==> config.mk <==
export PLATFORM = sky130hd
export DESIGN_NAME = standoff_round_engine
export DESIGN_NICKNAME = d
export VERILOG_FILES = /design/src/rtl/standoff_round_engine.sv
export SDC_FILE = /design/constraint.sdc
export NUM_CORES = 1
export LEC_CHECK = 0
export ABC_CLOCK_PERIOD_IN_PS = 4800
export BUFFER_PORTS_ARGS = -buffer_cell sky130_fd_sc_hd__buf_2
export CORE_MARGIN = 2
export CORE_UTILIZATION = 25
export DETAILED_ROUTE_END_ITERATION = 6
export HOLD_SLACK_MARGIN = 0.02
export MAX_ROUTING_LAYER = met4
export PLACE_DENSITY = 0.44
export SETUP_SLACK_MARGIN = 0.15
export SYNTH_ARGS = -nofsm -noshare
export SYNTH_HDL_FRONTEND = slang
export SYNTH_SLANG_ARGS = --single-unit
==> constraint.sdc <==
create_clock -name clk -period 4.8 [get_ports clk]
set_input_delay 1.44 -clock clk [delete_from_list [all_inputs] [get_ports clk]]
set_output_delay 1.44 -clock clk [all_outputs]
set_load 0.01 [all_outputs]
==> src/rtl/standoff_round_engine.sv <==
// standoff_round_engine: N-player standoff round timer, validation, shot resolution and scoring; STANDOFF_DUCK_LIMIT_EN forbids consecutive ducks
module standoff_round_engine #(
  parameter int N_PLAYERS = 2,
  parameter int MAX_BULLETS = 3,
  parameter int MAX_LIVES = 3,
  parameter int STEP_CYCLES = 100_000_000,
  parameter int COUNT_STEPS = 7,
  localparam int BW = $clog2(MAX_BULLETS + 1),
  localparam int LW = $clog2(MAX_LIVES + 1)
) (
  input  logic                     clk,
  input  logic                     reset,
  input  logic                     start,
  input  logic                     pause,
  input  logic [2*N_PLAYERS-1:0]   choice,
  output logic [BW*N_PLAYERS-1:0]  bullets,
  output logic [LW*N_PLAYERS-1:0]  lives,
  output logic [2*N_PLAYERS-1:0]   vchoice,
  output logic [N_PLAYERS-1:0]     hit,
  output logic [COUNT_STEPS-1:0]   countdown,
  output logic                     round_done,
  output logic                     game_over,
  output logic [N_PLAYERS-1:0]     winner
);
  localparam int CW = STEP_CYCLES > 1 ? $clog2(STEP_CYCLES) : 1;
  localparam logic [CW-1:0] SLAST = CW'(STEP_CYCLES - 1);
  localparam logic [BW-1:0] BMAX = BW'(MAX_BULLETS);
  localparam logic [LW-1:0] LMAX = LW'(MAX_LIVES);
  localparam logic [2:0] S_IDLE = 3'd0, S_COUNT = 3'd1, S_RESOLVE = 3'd2, S_UPDATE = 3'd3, S_OVER = 3'd4;
  localparam logic [1:0] C_IDLE = 2'b00, C_SHOOT = 2'b01, C_RELOAD = 2'b10, C_DUCK = 2'b11;
  logic [2:0] state;
  logic [CW-1:0] cnt;
  logic [2*N_PLAYERS-1:0] samp, vc_c;
  logic [N_PLAYERS-1:0] shot, hit_c, alive_n, duck_block;
  logic [BW*N_PLAYERS-1:0] bullets_n;
  logic [LW*N_PLAYERS-1:0] lives_n;
  logic [3:0] alive_cnt;
  logic go;
  assign go = (state == S_IDLE || state == S_OVER) && start;
  assign game_over = state == S_OVER;
  always_comb begin
    vc_c = '0;
    shot = '0;
    for (int i = 0; i < N_PLAYERS; i++) begin
      vc_c[2*i+:2] = (lives[LW*i+:LW] == '0 ||
                      (samp[2*i+:2] == C_SHOOT && bullets[BW*i+:BW] == '0) ||
                      (samp[2*i+:2] == C_RELOAD && bullets[BW*i+:BW] == BMAX) ||
                      (samp[2*i+:2] == C_DUCK && duck_block[i])) ? C_IDLE : samp[2*i+:2];
      shot[i] = vc_c[2*i+:2] == C_SHOOT;
    end
    hit_c = '0;
    bullets_n = bullets;
    lives_n = lives;
    alive_n = '0;
    alive_cnt = '0;
    for (int i = 0; i < N_PLAYERS; i++) begin
      // a shooter is never hit by its own shot, only by another shooter
      hit_c[i] = lives[LW*i+:LW] != '0 && vc_c[2*i+:2] != C_DUCK && |(shot & ~(N_PLAYERS'(1) << i));
      bullets_n[BW*i+:BW] = vc_c[2*i+:2] == C_SHOOT ? bullets[BW*i+:BW] - BW'(1) :
                            vc_c[2*i+:2] == C_RELOAD ? bullets[BW*i+:BW] + BW'(1) : bullets[BW*i+:BW];
      lives_n[LW*i+:LW] = hit_c[i] ? lives[LW*i+:LW] - LW'(1) : lives[LW*i+:LW];
      alive_n[i] = lives_n[LW*i+:LW] != '0;
      alive_cnt = alive_cnt + 4'(alive_n[i]);
    end
  end
`ifdef STANDOFF_DUCK_LIMIT_EN
  logic [N_PLAYERS-1:0] duck_hist;
  always_ff @(posedge clk) begin
    if (reset || go)
      duck_hist <= '0;
    else if (state == S_UPDATE)
      for (int i = 0; i < N_PLAYERS; i++) duck_hist[i] <= vc_c[2*i+:2] == C_DUCK;
  end
  assign duck_block = duck_hist;
`else
  assign duck_block = '0;
`endif
  always_ff @(posedge clk) begin
    if (reset) begin
      state <= S_IDLE;
      cnt <= '0;
      samp <= '0;
      bullets <= '0;
      lives <= {N_PLAYERS{LMAX}};
      vchoice <= '0;
      hit <= '0;
      countdown <= '1;
      round_done <= 1'b0;
      winner <= '0;
    end else begin
      round_done <= 1'b0;
      case (state)
        S_IDLE, S_OVER: if (start) begin
          state <= S_COUNT;
          cnt <= '0;
          countdown <= '1;
          bullets <= '0;
          lives <= {N_PLAYERS{LMAX}};
          winner <= '0;
        end
        S_COUNT: if (!pause) begin
          cnt <= cnt == SLAST ? '0 : cnt + CW'(1);
          if (cnt == SLAST) begin
            countdown <= countdown >> 1;
            if (countdown == COUNT_STEPS'(1)) begin
              state <= S_RESOLVE;
              samp <= choice;
            end
          end
        end
        S_RESOLVE: state <= S_UPDATE;
        S_UPDATE: begin
          bullets <= bullets_n;
          lives <= lives_n;
          vchoice <= vc_c;
          hit <= hit_c;
          round_done <= 1'b1;
          countdown <= '1;
          cnt <= '0;
          state <= alive_cnt <= 4'd1 ? S_OVER : S_COUNT;
          winner <= alive_cnt == 4'd1 ? alive_n : '0;
        end
        default: state <= S_IDLE;
      endcase
    end
  end
endmodule

# Word level (Yosys, flattened, before mapping)
# Index checks and enable logic that the tools add are counted.
# word_totals
ff_bits	58
elab_cells	107
inputBits	8
out_inout_bits	25
# op_classes
eq_ne	25
reduce_logical	31
mux	30
n_bitwise	1
addsub	8
magnitude_cmp	1
# ops
operator	n
27-bit two-way mux	3
27-bit one-hot mux with 3 select lines	1
27-bit by 1-bit adder with 27-bit output (second input constant)	1
27-bit == test (second input constant)	1
7-bit two-way mux	3
7-bit one-hot mux with 3 select lines	1
2-bit two-way mux	10
4-bit one-hot mux with 2 select lines	2
3-bit two-way mux	5
2-bit == test (second input constant)	6
2-bit != test (second input constant)	6
3-bit one-hot mux with 4 select lines	1
4-bit AND reduction	3
2-bit by 1-bit == test with 1-bit output (second input constant)	5
2-bit nonzero test	5
3-bit AND reduction	3
1-bit logical AND	8
2-bit logical NOT	4
4-bit two-way mux	2
2-bit by 1-bit subtractor with 2-bit output (second input constant)	4
7-bit by 1-bit == test with 1-bit output (second input constant)	1
3-bit by 2-bit == test with 1-bit output (second input constant)	2
3-bit != test (second input constant)	2
2-bit by 1-bit adder with 2-bit output (second input constant)	2
other kinds (12)	15

# Longest topological paths before layout
# depth
word_depth	14
depth_mapped	8
depth_no_buf	7

# Worst setup path after synthesis
# OpenSTA, ideal clock, no wires.
# synth_path
path_type	input port to flip-flop
from	input port start
to	register countdown[0]
setup_slack_ns	1.747
setup_time_ns	0.117
t_arrival_ns	2.936
path_stages	6
cell_sequence	or3b_4 > o21a_4 > or3_1 > or4_1 > buf_2 > o22a_1
# synth_between
elab_chain_cells	2
# synth_rtl
item	line_no	rtl
start, declared	13	input logic start,
2-bit != test (no line)	--	
4-bit AND reduction (no line)	--	
end signal, assigned	104	countdown <= countdown >> 1;
end, declared	20	output logic [COUNT_STEPS-1:0] countdown,
# Every way passes these cells.
# A chain may end at the register's enable or synchronous reset.

# Final worst setup path
# layout_path
from	input port start
to	register countdown[2]
# Same word-level chain as after synthesis.

==> metrics.cfg <==
[timing]
rsz0062_at_grt=false
setup_violations=0
fin_crit_sh=0.6238
worstMarginPinSlew_ns=0.7572
slew-limit-headroom=0.4910
min_period_ns=2.994
hold_slack_ns=0.4826
slew_violations=0
timing.fmax_mhz=334.0
hold_viol=0
finalSetupTns_ns=0
fin_skew_ns=0.009706

[synth]
synth_compound_area_frac=0.1341
yosys.area_share.simple=0.2975
synth_warnings=0
syn_area_per_cell_um2=8.549
synth-async-reset-ratio=0
netlist.area_leader.share=0.4067
synth_xor_area_frac=0.07055
synth-edff-count=0
synth_largest_area_cell=dfxtp_1
synth.area.top_cells=dfxtp_1 (41%), nor2_1 (6.7%), xnor2_1 (3.7%)
synthTopCellsByCount=dfxtp_1 (58), nor2_1 (51), nand2_1 (22)
ys_seq_area_frac=0.4067
synth_most_common_cell=dfxtp_1
synth_cell_types=47
synth_flop_cell=dfxtp_1
ys_ff_latch=58
synth_fp_nets=345
syn_area_um2=2855
yosys-mux-area-fraction=0.04032
synth_fa_ha_area_frac=0.01315
syn-instance-count=334
synth_top_family_by_area=simple AND/OR/NAND/NOR gates

[cts]
cts_tree=done
path_clk_slew_ns=0.05
cts_resized=0
root_buffer=clkbuf_16
cts_setup_buffers=0
hold_buffers=0
clock_sinks=58
cts_made_buffers=9
insertion_delay_ns=0.33
htreeDepth=3
cts_buffer_depth=2

[critical_path]
crit_chain=buf_2 -> or3b_4 -> o21a_4 -> or3_1 -> or4_1 -> o22a_1
slowest_delay_ns=0.53
r2r_cells=6
cp_max_fo=16
arrival_ns=3.21
startpoint_type=input pin
critical_path_required_ns=5.02
crit_slowest_cell=or4_1
cp-end-kind=flip-flop
worstSetupPathType=input pin to flip-flop

[routing]
via_per_inst=4.898
first_iter_violations=181
drc=0
drtPass1Iterations=4
ant_nets=0
wirelength_um=7134
routed-via-count=2498
post_drt_wl_per_cell_um=13.99

[floorplanning]
io_pins=33
dieArea_um2=12290
initial_core_util=0.2533
rows=39
die_w_um=110.9
core_area_um2=11270
die_h_um=110.9

[placement]
place_area_um2=3132
portBuffers=32
hpwl_um=5001
place.gp.congestion=0.7514

[outcome]
outcome=complete, no violations

[power]
p_per_area_nw_per_um2=323.5
p_leak_uw=0.001154
ir_worst_vdd_v=0.0001453

[final_layout]
nNetsFinal=373
drive_above_1_share=0.1553
area_growth_pct=19.02
stdcell_area_um2=3398
n_antenna_cell=0

[grt]
grt_max_degree=30
track_usage=0.1243
grt.overflow.total=0
antenna_found_initial=0
first_global_vias=2379
grt_pass1_wl_um=12020

[run]
timing.max_cap.violations=0

[worst_hold_path]
hold_depth=2
hp-class=flip-flop to flip-flop

==> through the flow <==
stage	instances	worst slack, ns	util	total power, uW
finish	510	1.806	0.3015	1099
global route	510	1.733	0.3015	1142
CTS	510	1.818	0.3015	1117
detailed placement	494	1.466	0.2778	535.6
global placement	494	1.506	0.2778	535.3
floorplan	334	1.747	-	523.4
==> power breakdown <==
group / switching [uW] / internal [uW] / total, uW
Sequential: 3.06 / 484 / 487
Clock: 212 / 362 / 574
Combinational: 26.5 / 11.6 / 38.1
==> worst max-delay path, delay by kind of cell <==
| kind | cells | cell delay, ns |
|---|---|---|
| buffers and inverters | 1 | 0.11 |
| AND/OR/NAND/NOR | 3 | 1.23 |
| AO/OA/AOI/OAI | 2 | 0.42 |
==> per-layer routing <==
| layer | wire [um] | GRT usage | part of all wire |
|---|---|---|---|
| met5 | 0 | - | 0 |
| met4 | 84 | 0.04583 | 0.012 |
| met3 | 331 | 0.04155 | 0.046 |
| met2 | 3231 | 0.1832 | 0.45 |
| met1 | 3486 | 0.1587 | 0.49 |
==> cell usage in the layout, fill, tap and decap left out, drive strengths merged, types with 6 or more instances in the layout <==
master   n
buf     34
o22a     6
xor2    11
inv      8
nor2b    8
nor4    10
nor2    51
nand2   22
dfxtp   58
o21ai    8
a21oi   15
nor3     6
nor4b    7
nand4   14
mux2i    7
clkbuf  14
nand3   15
xnor2   12
==> sequential cells by signal (all words and copies together) (netlist names) <==
| register | cells |
|---|---|
| countdown | 7 |
| vchoice | 4 |
| lives | 4 |
| round_done | 1 |
| winner | 2 |
| samp | 4 |
| bullets | 4 |
| cnt | 27 |
| hit | 2 |
| state | 3 |
==> layout make-up <==
type                            count  area, um2
Multi-Input combinational cell    251       1587
Sequential cell                    58       1161
Tap cell                          143      178.9
Inverter                            8      30.03
Clock inverter                      2      12.51
Clock buffer                       14      254.0
Timing Repair Buffer               34      175.2
Fill cell                        1204       7874
==> logic make-up (layout without fill, tap and decap cells) <==
kind of cell / Yosys count / in the layout
AOI/OAI and AO/OA: 54 / 54
xor gates and xnor gates: 23 / 23
adders and majority gates: 3 / 3
buffers and inverters: 25 / 58
DFF: 58 / 58
muxes: 11 / 11
and+or+nand+nor: 160 / 160
==> worst paths after layout <==
check / endpoint / startpoint / slack (ns)
worst max-delay path: countdown[2] / start / 1.81
worst min-delay path: vchoice[0] / vchoice[0] / 0.48
worst max register to register: countdown[2] / cnt[8] / 2.14
worst min register to register: vchoice[0] / vchoice[0] / 0.48
No activity file was read; power rests on OpenSTA's default activity.
